`config.mk`:
```
export PLATFORM = sky130hd
export DESIGN_NAME = mat3_load_det
export DESIGN_NICKNAME = d
export VERILOG_FILES = /design/src/rtl/mat_pkg.sv /design/src/rtl/mat3_det_seq.sv /design/src/rtl/mat3_load_det.sv
export SDC_FILE = /design/constraint.sdc
export NUM_CORES = 1
export LEC_CHECK = 0
export BUFFER_PORTS_ARGS = -buffer_cell sky130_fd_sc_hd__buf_2
export CAP_MARGIN = 10
export CELL_PAD_IN_SITES_DETAIL_PLACEMENT = 0
export CELL_PAD_IN_SITES_GLOBAL_PLACEMENT = 2
export CORE_ASPECT_RATIO = 2
export CORE_MARGIN = 3
export CORE_UTILIZATION = 40
export DETAILED_ROUTE_END_ITERATION = 16
export GPL_TIMING_DRIVEN = 0
export PLACE_DENSITY = 0.9
export SYNTH_ARGS = -nofsm -noshare
export SYNTH_HDL_FRONTEND = slang
export SYNTH_SLANG_ARGS = --single-unit
export TNS_END_PERCENT = 5
```
`constraint.sdc`:
```
create_clock -name clk -period 11.1 [get_ports clk]
set_input_delay 2.22 -clock clk [delete_from_list [all_inputs] [get_ports clk]]
set_output_delay 2.22 -clock clk [all_outputs]
set_load 0.01 [all_outputs]
```
`src/rtl/mat_pkg.sv`:
```
// Shared constants and types for the 3x3 matrix load / determinant block.
// The optional feature MAT3_DROP_SINGULAR_EN is handled in mat3_load_det.
package mat_pkg;

    localparam int MAT_DW   = 8;
    localparam int MAT_DETW = 3*MAT_DW + 3;

    typedef enum logic [1:0] {
        LOAD,
        CALC,
        DONE
    } state_t;

    // Element indices, row-major: a b c / d e f / g h i
    localparam int A = 0;
    localparam int B = 1;
    localparam int C = 2;
    localparam int D = 3;
    localparam int E = 4;
    localparam int F = 5;
    localparam int G = 6;
    localparam int H = 7;
    localparam int I = 8;

    typedef logic [3:0] step_t;

    localparam step_t STEP_M0   = 4'd0;
    localparam step_t STEP_M1   = 4'd1;
    localparam step_t STEP_M2   = 4'd2;
    localparam step_t STEP_M3   = 4'd3;
    localparam step_t STEP_M4   = 4'd4;
    localparam step_t STEP_M5   = 4'd5;
    localparam step_t STEP_A    = 4'd6;
    localparam step_t STEP_B    = 4'd7;
    localparam step_t STEP_C    = 4'd8;
    localparam step_t STEP_LAST = STEP_C;

    localparam logic [3:0] CNT_LAST = 4'd8;

endpackage

```
`src/rtl/mat3_det_seq.sv`:
```
// Sequential 3x3 determinant: one shared signed multiplier, nine steps per matrix.
// Steps 0-5 build the 2x2 minors, steps 6-8 fold them into the cofactor expansion.
module mat3_det_seq
    import mat_pkg::*;
#(
    parameter  int DW   = MAT_DW,
    localparam int DETW = 3*DW + 3
) (
    input  logic                   clk,
    input  logic                   rst,
    input  logic                   run,
    input  logic [9*DW-1:0]        mat,
    output logic                   done,
    output logic signed [DETW-1:0] det
);

    localparam int PW  = 2*DW;
    localparam int DFW = 2*DW + 1;
    localparam int MW  = 3*DW + 1;

    step_t                  step;
    logic signed [DW-1:0]   el [9];
    logic signed [PW-1:0]   m0, m1, m2, m3, m4, m5;
    logic signed [DFW-1:0]  d01, d23, d45;
    logic signed [DW-1:0]   op_a;
    logic signed [DFW-1:0]  op_b;
    logic signed [MW-1:0]   prod;
    logic signed [DETW-1:0] prod_x, acc, acc_next;

    for (genvar k = 0; k < 9; k++) begin : g_el
        assign el[k] = mat[k*DW +: DW];
    end

    function automatic logic signed [DFW-1:0] sx(input logic signed [DW-1:0] v);
        return {{(DFW-DW){v[DW-1]}}, v};
    endfunction

    function automatic logic signed [DFW-1:0] diff(input logic signed [PW-1:0] x,
                                                   input logic signed [PW-1:0] y);
        return {x[PW-1], x} - {y[PW-1], y};
    endfunction

    assign d01 = diff(m0, m1);
    assign d23 = diff(m2, m3);
    assign d45 = diff(m4, m5);

    // NOTE: defaults first so every path assigns op_a/op_b and no latch is inferred.
    always_comb begin
        op_a = '0;
        op_b = '0;
        case (step)
            STEP_M0: begin op_a = el[E]; op_b = sx(el[I]); end
            STEP_M1: begin op_a = el[F]; op_b = sx(el[H]); end
            STEP_M2: begin op_a = el[D]; op_b = sx(el[I]); end
            STEP_M3: begin op_a = el[F]; op_b = sx(el[G]); end
            STEP_M4: begin op_a = el[D]; op_b = sx(el[H]); end
            STEP_M5: begin op_a = el[E]; op_b = sx(el[G]); end
            STEP_A:  begin op_a = el[A]; op_b = d01;       end
            STEP_B:  begin op_a = el[B]; op_b = d23;       end
            STEP_C:  begin op_a = el[C]; op_b = d45;       end
            default: ;
        endcase
    end

    assign prod   = MW'(op_a) * MW'(op_b);
    assign prod_x = {{(DETW-MW){prod[MW-1]}}, prod};

    always_comb begin
        acc_next = acc;
        case (step)
            STEP_A:  acc_next = prod_x;
            STEP_B:  acc_next = acc - prod_x;
            STEP_C:  acc_next = acc + prod_x;
            default: ;
        endcase
    end

    always_ff @(posedge clk) begin
        if (rst || !run) begin
            step <= STEP_M0;
        end else if (step != STEP_LAST) begin
            step <= step + 4'd1;
        end
    end

    // NOTE: datapath registers carry no reset; every matrix rewrites m0..m5 and acc before reading them.
    always_ff @(posedge clk) begin
        if (run) begin
            case (step)
                STEP_M0: m0 <= prod[PW-1:0];
                STEP_M1: m1 <= prod[PW-1:0];
                STEP_M2: m2 <= prod[PW-1:0];
                STEP_M3: m3 <= prod[PW-1:0];
                STEP_M4: m4 <= prod[PW-1:0];
                STEP_M5: m5 <= prod[PW-1:0];
                default: ;
            endcase
            acc <= acc_next;
        end
    end

    assign done = run && (step == STEP_LAST);
    assign det  = acc_next;

endmodule

```
`src/rtl/mat3_load_det.sv`:
```
// 3x3 matrix loader: buffers nine signed elements, computes the determinant, hands off.
// Define MAT3_DROP_SINGULAR_EN to discard singular matrices and count them on drop_cnt.
module mat3_load_det
    import mat_pkg::*;
#(
    parameter  int DW    = MAT_DW,
    parameter  int CNT_W = 8,
    localparam int DETW  = 3*DW + 3
) (
    input  logic                   clk,
    input  logic                   rst,
    input  logic                   in_valid,
    output logic                   in_ready,
    input  logic [DW-1:0]          in_data,
    output logic                   out_valid,
    input  logic                   out_ready,
    output logic [9*DW-1:0]        out_mat,
    output logic signed [DETW-1:0] out_det,
    output logic                   out_singular,
    output logic                   busy
`ifdef MAT3_DROP_SINGULAR_EN
    ,
    output logic [CNT_W-1:0]       drop_cnt
`endif
);

    state_t                 state;
    logic [3:0]             cnt;
    logic [8:0][DW-1:0]     mat_q;
    logic                   accept;
    logic                   det_done;
    logic                   det_zero;
    logic                   drop_now;
    logic signed [DETW-1:0] det_val;

    assign in_ready = (state == LOAD);
    assign accept   = in_valid && in_ready;
    assign busy     = (state != LOAD) || (cnt != '0);
    assign det_zero = (det_val == '0);

`ifdef MAT3_DROP_SINGULAR_EN
    assign drop_now = det_zero;
`else
    assign drop_now = 1'b0;
`endif

    mat3_det_seq #(.DW(DW)) u_det (
        .clk  (clk),
        .rst  (rst),
        .run  (state == CALC),
        .mat  (mat_q),
        .done (det_done),
        .det  (det_val)
    );

    // Element buffer: the count resets, so stale entries are simply overwritten.
    always_ff @(posedge clk) begin
        if (accept) begin
            mat_q[cnt] <= in_data;
        end
    end

    always_ff @(posedge clk) begin
        if (rst) begin
            state        <= LOAD;
            cnt          <= '0;
            out_valid    <= 1'b0;
            out_mat      <= '0;
            out_det      <= '0;
            out_singular <= 1'b0;
        end else begin
            case (state)
                LOAD: begin
                    if (in_valid) begin
                        if (cnt == CNT_LAST) begin
                            cnt   <= '0;
                            state <= CALC;
                        end else begin
                            cnt <= cnt + 4'd1;
                        end
                    end
                end
                CALC: begin
                    if (det_done) begin
                        if (drop_now) begin
                            state <= LOAD;
                        end else begin
                            out_valid    <= 1'b1;
                            out_det      <= det_val;
                            out_singular <= det_zero;
                            out_mat      <= mat_q;
                            state        <= DONE;
                        end
                    end
                end
                DONE: begin
                    if (out_ready) begin
                        out_valid <= 1'b0;
                        state     <= LOAD;
                    end
                end
                default: state <= LOAD;
            endcase
        end
    end

`ifdef MAT3_DROP_SINGULAR_EN
    always_ff @(posedge clk) begin
        if (rst) begin
            drop_cnt <= '0;
        end else if (state == CALC && det_done && det_zero && drop_cnt != '1) begin
            drop_cnt <= drop_cnt + CNT_W'(1);
        end
    end
`endif

endmodule

```
# Word-level counts from Yosys, hierarchy flattened
# Index checks and enable logic that the tools add are counted.
# op_classes
add_sub_neg	7
n_mul	1
n_lt_le_gt_ge	2
eq_ne	16
mux	15
n_reduce_logical	28
# ops
cell	count
$pmux 17 s6	1
$pmux 27 s3	1
$bwmux 72	1
$sub 16x16->17	3
$pmux 8 s6	1
$demux 8 s4	1
$add 27x25->27	1
$logic_not 27->1	1
$sub 27x25->27	1
$mul 8x17->25	1
$eq 4x3->1 const B	4
$reduce_and 2->1	8
$reduce_or 2->1	6
$add 4x1->4 const B	2
$eq 4x2->1 const B	2
$eq 4x4->1 const B	2
$mux 2	4
$mux 8	1
$ne 2x2->1 const B	3
$pmux 2 s3	1
$lt 4x5->1 const B	1
$eq 4x1->1 const B	1
$ge 4x1->1 const B	1
$logic_not 4->1	1
other kinds (15)	20
# word_totals
reg_bits	306
inputBits	12
wordCells	92

# Longest topological paths before layout
# depth
depth_word	7
ltp_mapped	46
depth_no_buf	46

# Modules after synthesis
# From an unflattened synthesis, not the netlist that was laid out.
# hier_totals
hier_cells	2075
hier_area_um2	20379.5
# modules_own_cells
mod	n_inst	cells_per_inst	area_per_inst_um2	seq_area_each_um2
mat3_det_seq	1	1500	14254.9	3773.6
mat3_load_det	1	575	6124.6	4304.1

# Worst setup path before layout
# No wires, ideal clock.
# synth_path
path_type	reg-to-reg
from	register u_det.m3[0]
to	register u_det.acc[26], data pin
setup_ns	0.256
arrival_ns	9.435
t_required_ns	10.844
path_slack_ns	1.409
path_stages_with_launch	43
synth_period_minus_slack_ns	9.691
path_cell_list	edfxtp_1 -> ha_1 -> fa_1 -> nor2b_1 -> o21ai_0 -> a21oi_1 -> o21a_1 -> o21ai_0 -> a2111oi_0 -> o32ai_1 -> xor2_1 -> o21ai_0 -> a221oi_1 -> or2_2 -> fa_1 -> inv_1 -> fa_1 -> fa_1 -> (+7 left out) -> nor2_1 -> o221ai_1 -> xor2_1 -> nand2_1 -> or4_4 -> nand2_1 -> xnor2_1 -> ha_1 -> o21a_1 -> o21a_1 -> o211ai_1 -> a31oi_1 -> nor3_1 -> xnor2_1 -> o2bb2ai_1 -> a221oi_1 -> or2_1 -> nand2b_1
# synth_via
elab_chain_len	5
elab_cells_between_ends	6
cone_classes	add/sub: 3; mul: 1; mux: 2
# synth_lines
element	line	source
start, declared	mat3_det_seq.sv:23	logic signed [PW-1:0] m0, m1, m2, m3, m4, m5;
start signal, assigned	mat3_det_seq.sv:93	STEP_M3: m3 <= prod[PW-1:0];
$sub 16x16->17 (*)	mat3_det_seq.sv:40	return {x[PW-1], x} - {y[PW-1], y};
$pmux 17 s6 (*)	mat3_det_seq.sv:51	case (step)
$mul 8x17->25 (*)	mat3_det_seq.sv:65	assign prod = MW'(op_a) * MW'(op_b);
$add 27x25->27 or $sub 27x25->27 (tied branches)	mat3_det_seq.sv:73, mat3_det_seq.sv:72	
$pmux 27 s3 (*)	mat3_det_seq.sv:70	case (step)
named net det_val[26]	mat3_load_det.sv:34	logic signed [DETW-1:0] det_val;
end signal, assigned	mat3_det_seq.sv:98	acc <= acc_next;
end, declared	mat3_det_seq.sv:28	logic signed [DETW-1:0] prod_x, acc, acc_next;
# The timed path passes the listed nets; every way through them passes the cells marked *.
# A chain may end at the register's enable or synchronous reset.

# Worst setup path in the final report
# layout_path
from	register u_det.step[0]
to	register u_det.acc[26], data pin
# layout_via
elab_chain_len	6
elab_cells_between_ends	21
cone_classes	add/sub: 2; mul: 1; eq/ne: 8; mux: 3; reduce/logical: 7
# layout_lines
element	line	source
start, declared	mat3_det_seq.sv:21	step_t step;
start signal, assigned	mat3_det_seq.sv:82	step <= step + 4'd1;
$eq 4x3->1 (tied with other cells)	mat3_det_seq.sv:51	
$reduce_or 2->1 (no line)	n/a	
$pmux 8 s6 or $pmux 17 s6 (tied branches)	mat3_det_seq.sv:51	
$mul 8x17->25 (*)	mat3_det_seq.sv:65	
named net u_det.prod[13]	mat3_det_seq.sv:27	logic signed [MW-1:0] prod;
$add 27x25->27 or $sub 27x25->27 (tied branches)	mat3_det_seq.sv:73, mat3_det_seq.sv:72	
$pmux 27 s3 (*)	mat3_det_seq.sv:70	
named net det_val[26]	mat3_load_det.sv:34	
# Marked as above.

==> metrics.md <==
| Metric | Value |
|---|---|
| Yosys top cell area share | 0.2914 |
| Endpoints failing hold | 0 |
| Pre-antenna DRT Iters | 6 |
| Hold WC Path Type | reg2reg |
| Synth area leaders | edfxtp_1, fa_1, dfxtp_1 |
| DP HPWL | 56020 um |
| Fraction of final layout cells sized beyond drive strength 1 | 0.1535 |
| Routed len/inst | about 24 um |
| Total GRT Usage | 0.2630 |
| Fin crit share | 0.9629 |
| CP Launch Type | flop |
| Register area share after synthesis | 0.4020 |
| Synth Flop Type | edfxtp_1 |
| Core area | 49500 um^2 |
| Worst rel slew slack | 0.1539 |
| Remaining global-route overflow | 0 |
| Final wirelength | between 60000 and 70000 um |
| Area grow syn2layout | 17.30% |
| Max incr delay on CP | roughly 0.55 ns |
| Fin cells | about 2900 |
| Initial DRC count | 841 |
| Syn Std Cell Area | roughly 20000 um^2 |
| Setup WS post-layout | between 0.4 and 0.5 ns |
| Peak supply drop | between 0.1 and 0.15 mV |
| Die width | 164.5 um |
| Routability cong. | 0.9549 |
| CTS buffer count | 28 |
| CP arrival | roughly 11 ns |
| Largest net degree at the start of global routing | 22 |
| Syn Nets | about 2300 |
| Max clock buf depth | 3 |
| Async set-reset flop share out of synthesis | 0 |
| Final Skew | about 0.027 ns |
| Pleak | 9.516 nW |
| Gate Count Post-Synth | 2081 |
| Worst setup EP type | flop |
| Yosys reg bits | roughly 300 |
| CTS tree | done |
| Post-DRT Antenna Nets | 0 |
| Most frequent CP cell | inv_1 |
| Critical path class | reg2reg |
| Starting Density | 0.4059 |
| Number of H-tree levels | 1 |
| CTS Hold Bufs | 0 |
| Slew @ Worst Pin | roughly 1.3 ns |
| Final Max Tran Viols | 0 |
| Most frequent cell after synthesis | inv_1 |
| Final Critical Period | around 11 ns |
| N_diodes | 0 |
| Clock Sinks | roughly 310 |
| Die Span Y | between 300 and 400 um |
| Cell taking the most area after synthesis | edfxtp_1 |
| CTS root buf | clkbuf_16 |
| # DRC | 0 |
| Pre-CTS WS | -1.963 ns |
| DR vias/cell | approximately 5.6 |
| Final setup vio count | 0 |
| Finished Core Util | 0.4762 |
| Status | finished clean |
| Full die area | 53120 um^2 |
| Ports | roughly 120 |
| Routed via count | between 15000 and 20000 |
| Avg Cell Area, Syn | around 9.7 um^2 |
| Most instantiated cells after synthesis | inv_1, nand2_1, nor2_1, edfxtp_1, a21oi_1 |
| Max Fclk | between 0.09 and 0.1 GHz |
| Clk_lat worst skew | 0.60 ns |
| Worst Path Required | 11.46 ns |
| Cells after DPL | around 2900 |
| Max-cap violations | 0 |
| Vias in the first global route | between 15000 and 20000 |
| Worst-path maximum fanout | 10 |
| Rows | approximately 120 |
| Number of flops mapped to enable cells by yosys | just under 200 |
| Nets | around 2500 |
| First-pass GRT wire length | 103800 um |
| Total negative slack | 0 ns |
| Crit-path slowest cell | fa_1 |
| Distinct cells, synth | 79 |
| Worst-path clk slew | around 0.07 ns |
| Synth Warn # | 0 |
| I/O Buffers | between 100 and 150 |
| Power density over cell area | slightly above 100 nW/um^2 |
| Initial antenna violation count | 0 |
-- metal layers --
layer  share of wire  GRT usage
met1            0.31     0.2372
met2            0.55     0.5050
met3           0.038    0.02947
met4            0.11     0.2237
met5               0          0
-- area by class of cell --
type	instances	area (um^2)
timing repair buffer	171	1131
buffer	67	310.3
tap	643	804.5
multi-input combinational	1455	11400
sequential	306	8078
fill	4737	25930
inverter	248	930.9
clock buffer	40	797.0
clock inverter	12	115.1
-- power by group --
part	internal (mW)	switching (mW)	leakage [nW]
clock	0.528	0.460	0.444
sequential	1.21	0.00601	2.56
combinational	0.0788	0.142	6.51
-- cell families (layout without fill, tap and decap cells) --
logic type	Yosys count	in the layout	synth area share
xor gates and xnor gates	102	102	0.04446
and+or+nand+nor	648	648	0.1466
buffers and inverters	320	538	0.06046
adders and majority gates	243	243	0.1939
DFF	306	306	0.4020
muxes	5	5	0.002491
AOI/OAI and AO/OA	457	457	0.1501
-- state kept, by name (all words and copies together), names as in the netlist, 16 cells and up --
signal	flops
mat_q	72
out_det	27
out_mat	72
u_det.acc	27
u_det.m0	16
u_det.m1	16
u_det.m2	16
u_det.m3	16
u_det.m4	16
u_det.m5	16
-- final timing paths --
check	startpoint	endpoint	slack, ns	cells after the start
max	u_det.step[0]	u_det.acc[26]	0.41	43
min	out_mat[11]	out_mat[11]	0.45	2
max reg2reg	u_det.step[0]	u_det.acc[26]	0.41	43
min reg2reg	out_mat[11]	out_mat[11]	0.45	2
-- critical path: cells and delay by family (launching register included) --
kind | cells | cell delay [ns]
adder cells (fa/ha/maj) | 7 | 3.07
buffers and inverters | 11 | 1.87
XOR/XNOR | 3 | 0.55
flip-flops | 1 | 0.40
AO/OA/AOI/OAI | 9 | 1.76
AND/OR/NAND/NOR | 12 | 2.57
multiplexers | 1 | 0.21
-- timing repair --
action / 4_1_cts / 5_1_grt
endpoints found under the hold margin: 0 / 0
endpoints found under the setup margin: 23 / 12
pin swaps: 8 / 8
gates resized for setup: 69 / 62
setup buffers: 17 / 14
-- stage by stage --
step           instance area, um^2  power [mW]  hold slack, ns
6_report                     23570       2.429          0.4548
5_1_grt                      23570       2.495          0.4702
4_1_cts                      23240       2.437          0.4540
3_5_place_dp                 21840       1.450          0.4446
3_3_place_gp                 21460       1.444          0.4426
2_1_floorplan                20090       1.375          0.4580
-- cells in the final DEF, fill, tap and decap left out, types with 44 or more instances in the layout --
master    synthesis  final
ha_1            129    123
nand2_1         223    222
xnor2_1          71     63
clkbuf_1         61     47
nor2_1          214    214
inv_1           248    248
nor3_1           50     44
dfxtp_1         111    111
fa_1            114    114
buf_2             2    120
a21oi_1         157    146
o21ai_0          75     66
edfxtp_1        195    195
Power figures use the tool's default switching activity.
